[src/rtl/pdm_cic_decimator.sv]
`default_nettype none
// ============================================================================
// Module      : pdm_cic_decimator
// Description : 1-bit PDM to signed 16-bit PCM, 3-stage CIC decimate-by-DECIM.
// Revision    : 1.0 - initial release
// ============================================================================
module pdm_cic_decimator #(
    parameter int DECIM = 100
) (
    input  logic        clk,
    input  logic        rst,
    input  logic        pdm_en,
    input  logic        pdm_in,
    output logic [15:0] pcm_out,
    output logic        pcm_valid
);

    localparam int ACC_W = 1 + 3 * $clog2(DECIM);
    localparam int CNT_W = $clog2(DECIM);
    localparam logic [CNT_W-1:0] c_cnt_last = CNT_W'(DECIM - 1);

    logic [ACC_W-1:0] r_i1, r_i2, r_i3;
    logic [ACC_W-1:0] r_cap, r_y1, r_y2;
    logic [ACC_W-1:0] r_d1, r_d2, r_d3;
    logic [CNT_W-1:0] r_cnt;
    logic             r_v0, r_v1, r_v2;

    logic [ACC_W-1:0] w_x;
    logic [ACC_W-1:0] w_i3_next;
    logic [ACC_W-1:0] w_y3;
    logic             w_strobe;
    logic [15:0]      w_pcm;

    assign w_x       = pdm_in ? ACC_W'(1) : {ACC_W{1'b1}};
    assign w_i3_next = r_i3 + r_i2;
    assign w_strobe  = pdm_en && (r_cnt == c_cnt_last);
    assign w_y3      = r_y2 - r_d3;

    // Small DECIM gives an accumulator narrower than the output; left-align it.
    generate
        if (ACC_W >= 16) begin : g_wide
            assign w_pcm = w_y3[ACC_W-1 -: 16];
        end else begin : g_narrow
            assign w_pcm = {w_y3, {(16 - ACC_W){1'b0}}};
        end
    endgenerate

    always_ff @(posedge clk) begin
        if (rst) begin
            r_i1      <= '0;
            r_i2      <= '0;
            r_i3      <= '0;
            r_cnt     <= '0;
            r_cap     <= '0;
            r_y1      <= '0;
            r_y2      <= '0;
            r_d1      <= '0;
            r_d2      <= '0;
            r_d3      <= '0;
            r_v0      <= 1'b0;
            r_v1      <= 1'b0;
            r_v2      <= 1'b0;
            pcm_out   <= '0;
            pcm_valid <= 1'b0;
        end else begin
            if (pdm_en) begin
                r_i1  <= r_i1 + w_x;
                r_i2  <= r_i2 + r_i1;
                r_i3  <= w_i3_next;
                r_cnt <= (r_cnt == c_cnt_last) ? '0 : r_cnt + 1'b1;
            end
            // Comb stages run every clock so gaps in pdm_en never stall a sample.
            r_v0 <= w_strobe;
            if (w_strobe) begin
                r_cap <= w_i3_next;
            end
            r_v1 <= r_v0;
            if (r_v0) begin
                r_y1 <= r_cap - r_d1;
                r_d1 <= r_cap;
            end
            r_v2 <= r_v1;
            if (r_v1) begin
                r_y2 <= r_y1 - r_d2;
                r_d2 <= r_y1;
            end
            pcm_valid <= r_v2;
            if (r_v2) begin
                pcm_out <= w_pcm;
                r_d3    <= r_y2;
            end
        end
    end

endmodule
`default_nettype wire

[config.mk]
export PLATFORM = sky130hd
export DESIGN_NAME = pdm_cic_decimator
export DESIGN_NICKNAME = d
export VERILOG_FILES = /design/src/rtl/pdm_cic_decimator.sv
export SDC_FILE = /design/constraint.sdc
export NUM_CORES = 1
export LEC_CHECK = 0
export CAP_MARGIN = 30
export CORE_UTILIZATION = 50
export DETAILED_ROUTE_END_ITERATION = 6
export MAX_ROUTING_LAYER = met4
export PLACE_DENSITY_LB_ADDON = 0.1
export SKIP_LAST_GASP = 1
export SLEW_MARGIN = 20
export SYNTH_ARGS = -nofsm -noshare
export SYNTH_HDL_FRONTEND = slang
export SYNTH_SLANG_ARGS = --single-unit
[constraint.sdc]
create_clock -name clk -period 3.6 [get_ports clk]
set_input_delay 0.36 -clock clk [delete_from_list [all_inputs] [get_ports clk]]
set_output_delay 0.36 -clock clk [all_outputs]
set_load 0.1 [all_outputs]
==> impl_metrics.csv <==
group,metric,value,unit
worst_setup_path,end_kind,"flip-flop",
power,ir_worst_vdd,0.463,mV
timing,fin_crit,3.01,ns
status,outcome,"finished clean",
timing,finalClockSkew,0.0123,ns
worst_hold_path,hold_class,"primary input to flip-flop",
floorplan,initial_core_util,51.3,%
global_route,antenna_found_initial,0,
global_route,groute.usage.overall,21.8,%
drt,drtIter0Drc,539,
floorplan,die_h,169,microns
timing,setup_viol,0,
synthesis,syn_area_per_cell,8.49,sq um
finish,layout_common_cells,"225 x nor2_1, 222 x dfxtp_1, 125 x ha_1",
clock_network,cts_setup_buffers,0,
power,leakage,6.30,nW
timing,rsz0062_at_grt,"false",
floorplan,ios,21,
worst_setup_path,crit_fanout,3,
clock_network,insertion_delay,0.53,ns
clock_network,cts-root-buf,"clkbuf_16",
timing,final_max_slew_viol_count,0,
floorplan,dieArea,0.0285,sq mm
clock_network,numCtsBuffers,27,
timing,worst_slew_pin_slew,0.984,ns
clock_network,cts_tree,"done",
timing,finalCritPeriodShare,83.5,%
worst_setup_path,critPathKind,"flip-flop to flip-flop",
synthesis,synth_area,0.0139,sq mm
placement,port_buffers,20,
global_route,grt_pass1_vias,10700,
finish,diodes,0,
power,powerDensity,430,mW/mm^2
synthesis,syn_nets,1775,
clock_network,cts-resized-gates,0,
clock_network,hold_buffers,0,
timing,fin_setup_tns,0,ns
finish,area_delta_synth_final,10.1,%
synthesis,ys_types,83,
floorplan,die_width,169,microns
finish,multi_input_area,0.00879,sq mm
timing,fmax,333,MHz
drt,wl_per_cell,14.6,microns
drt,ant_nets,0,
drt,vias,11100,
clock_network,cts_max_path_buffers,3,
clock_network,clkSinkCount,225,
finish,mostFrequentLayoutCell,"nor2_1",
drt,post-route-drc-count,0,
clock_network,htree_levels,1,
synthesis,ys_seq_elements,225,
clock_network,cts.clk_slew.worst_paths,0.06,ns
placement,globalplace.congestion,0.909,
finish,utilization,56.4,%
timing,relSlewSlack,34.2,%
finish,seq_area,0.00451,sq mm
finish,nets,1764,
synthesis,yosysWarningCount,0,
synthesis,ys_async_sr_fraction,0,%
floorplan,num_rows,60,
global_route,grt_max_degree,101,
placement,post-place-cells,1973,
run,drv_cap,0,
synthesis,synth_cells,1641,
global_route,grt_overflow,0,
synthesis,seq_area_frac_synth,32.3,%
finish,stdcell_count,2021,
finish,fill_cells,2564,
worst_setup_path,arrival,3.42,ns
drt,viasPerCell,5.48,
drt,first_pass_iters,7,
synthesis,synth_top_flop_cell,"dfxtp_1",
global_route,grt_pass1_wl,51000,microns
finish,drive_above_1_share,4.79,%
worst_setup_path,required,4.02,ns
drt,wirelength,29400,microns
worst_setup_path,start_kind,"flip-flop",
synthesis,synth_edf_count,0,
floorplan,core,0.0272,sq mm
placement,place_hpwl,21500,microns
timing,final-hold-violation-count,0,
## flip-flops by register name, summed over array words and instances (netlist names), 16 cells and up
name     cells
r_d1        22
pcm_out     16
r_cap       22
r_i3        22
r_i2        22
r_y1        22
r_d2        22
r_i1        22
r_d3        22
r_y2        22
## logic make-up (layout without fill, tap and decap cells)
| group | count (synthesis) | after routing | synth area share, % |
|---|---|---|---|
| adder cells (fa/ha/maj) | 130 | 130 | 11.9 |
| AO/OA/AOI/OAI | 421 | 421 | 20.1 |
| XOR/XNOR | 101 | 101 | 6.35 |
| AND/OR/NAND/NOR | 482 | 482 | 16.0 |
| flip-flops | 225 | 225 | 32.3 |
| multiplexers | 120 | 120 | 8.62 |
| buffers and inverters | 162 | 170 | 4.63 |
## worst max-delay path, stage by stage (launching register included)
cell,delay [ns]
dfxtp_1,0.32
inv_1,0.06
ha_1,0.15
inv_1,0.05
fa_1,0.42
a211o_1,0.33
a21oi_1,0.20
o21ai_1,0.19
a31oi_1,0.31
o21ai_1,0.19
a41oi_1,0.30
nor4b_1,0.09
a211o_1,0.29
## metrics by stage
| step | setup slack (ns) | cell area (sq um) | total power, W | hold WS, ns |
|---|---|---|---|---|
| 2_1_floorplan | 0.994 | 13900 | 0.00358 | 0.445 |
| 3_3_place_gp | 0.349 | 14400 | 0.00378 | 0.451 |
| 3_5_place_dp | 0.307 | 14400 | 0.00379 | 0.459 |
| 4_1_cts | 0.562 | 15300 | 0.00667 | 0.293 |
| 5_1_grt | 0.331 | 15300 | 0.00691 | 0.319 |
| 6_report | 0.593 | 15300 | 0.00659 | 0.290 |
## cell usage after synthesis, types with 10 or more instances
cell,count,area share (%)
nor3_1,15,0.54
nor2b_1,15,0.67
nand2_1,93,2.5
xor2_1,37,2.3
nand3_1,29,1.0
xnor2_1,64,4.0
dfxtp_1,225,32
and3_1,15,0.67
and2_1,10,0.45
mux2i_1,120,8.6
o21a_1,19,1.0
o21ai_0,66,2.4
nand2b_1,33,1.5
a31oi_1,12,0.54
ha_1,125,11
clkbuf_1,57,1.5
a21oi_1,121,4.3
inv_1,88,2.4
a21o_1,45,2.4
a22o_1,30,1.9
o21bai_1,15,0.81
a211oi_1,34,1.8
nor2_1,226,6.1
## final timing paths
check | startpoint | to | slack, ns | depth (start not counted)
setup / recovery | r_y1[0] | r_y2[20] | 0.59 | 12
hold / removal | rst | r_y2[12] | 0.29 | 2
hold reg to reg | pcm_out[10] | pcm_out[10] | 0.47 | 1
setup reg to reg | r_y1[0] | r_y2[20] | 0.59 | 12
## report_power, final
group	internal, W	total, W	switching [W]
Sequential	0.00259	0.00268	0.0000957
Combinational	0.000443	0.00105	0.000610
Clock	0.00180	0.00285	0.00105
## final cells by class
cell class,count,area share (%)
Clock buffer,37,5.11
Clock inverter,11,1.07
Inverter,88,2.15
Multi-Input combinational cell,1254,57.3
Sequential cell,225,29.4
Tap cell,372,3.03
Timing Repair Buffer,34,1.97
## per-layer routing
metal	wire, microns	up-vias	track usage, %
met1	13900	5115	26.4
met3	577	52	2.13
met4	743	0	5.77
met2	14200	99	38.5
li1	-	5799	-
met5	0	-	-
Power figures use the tool's default switching activity.
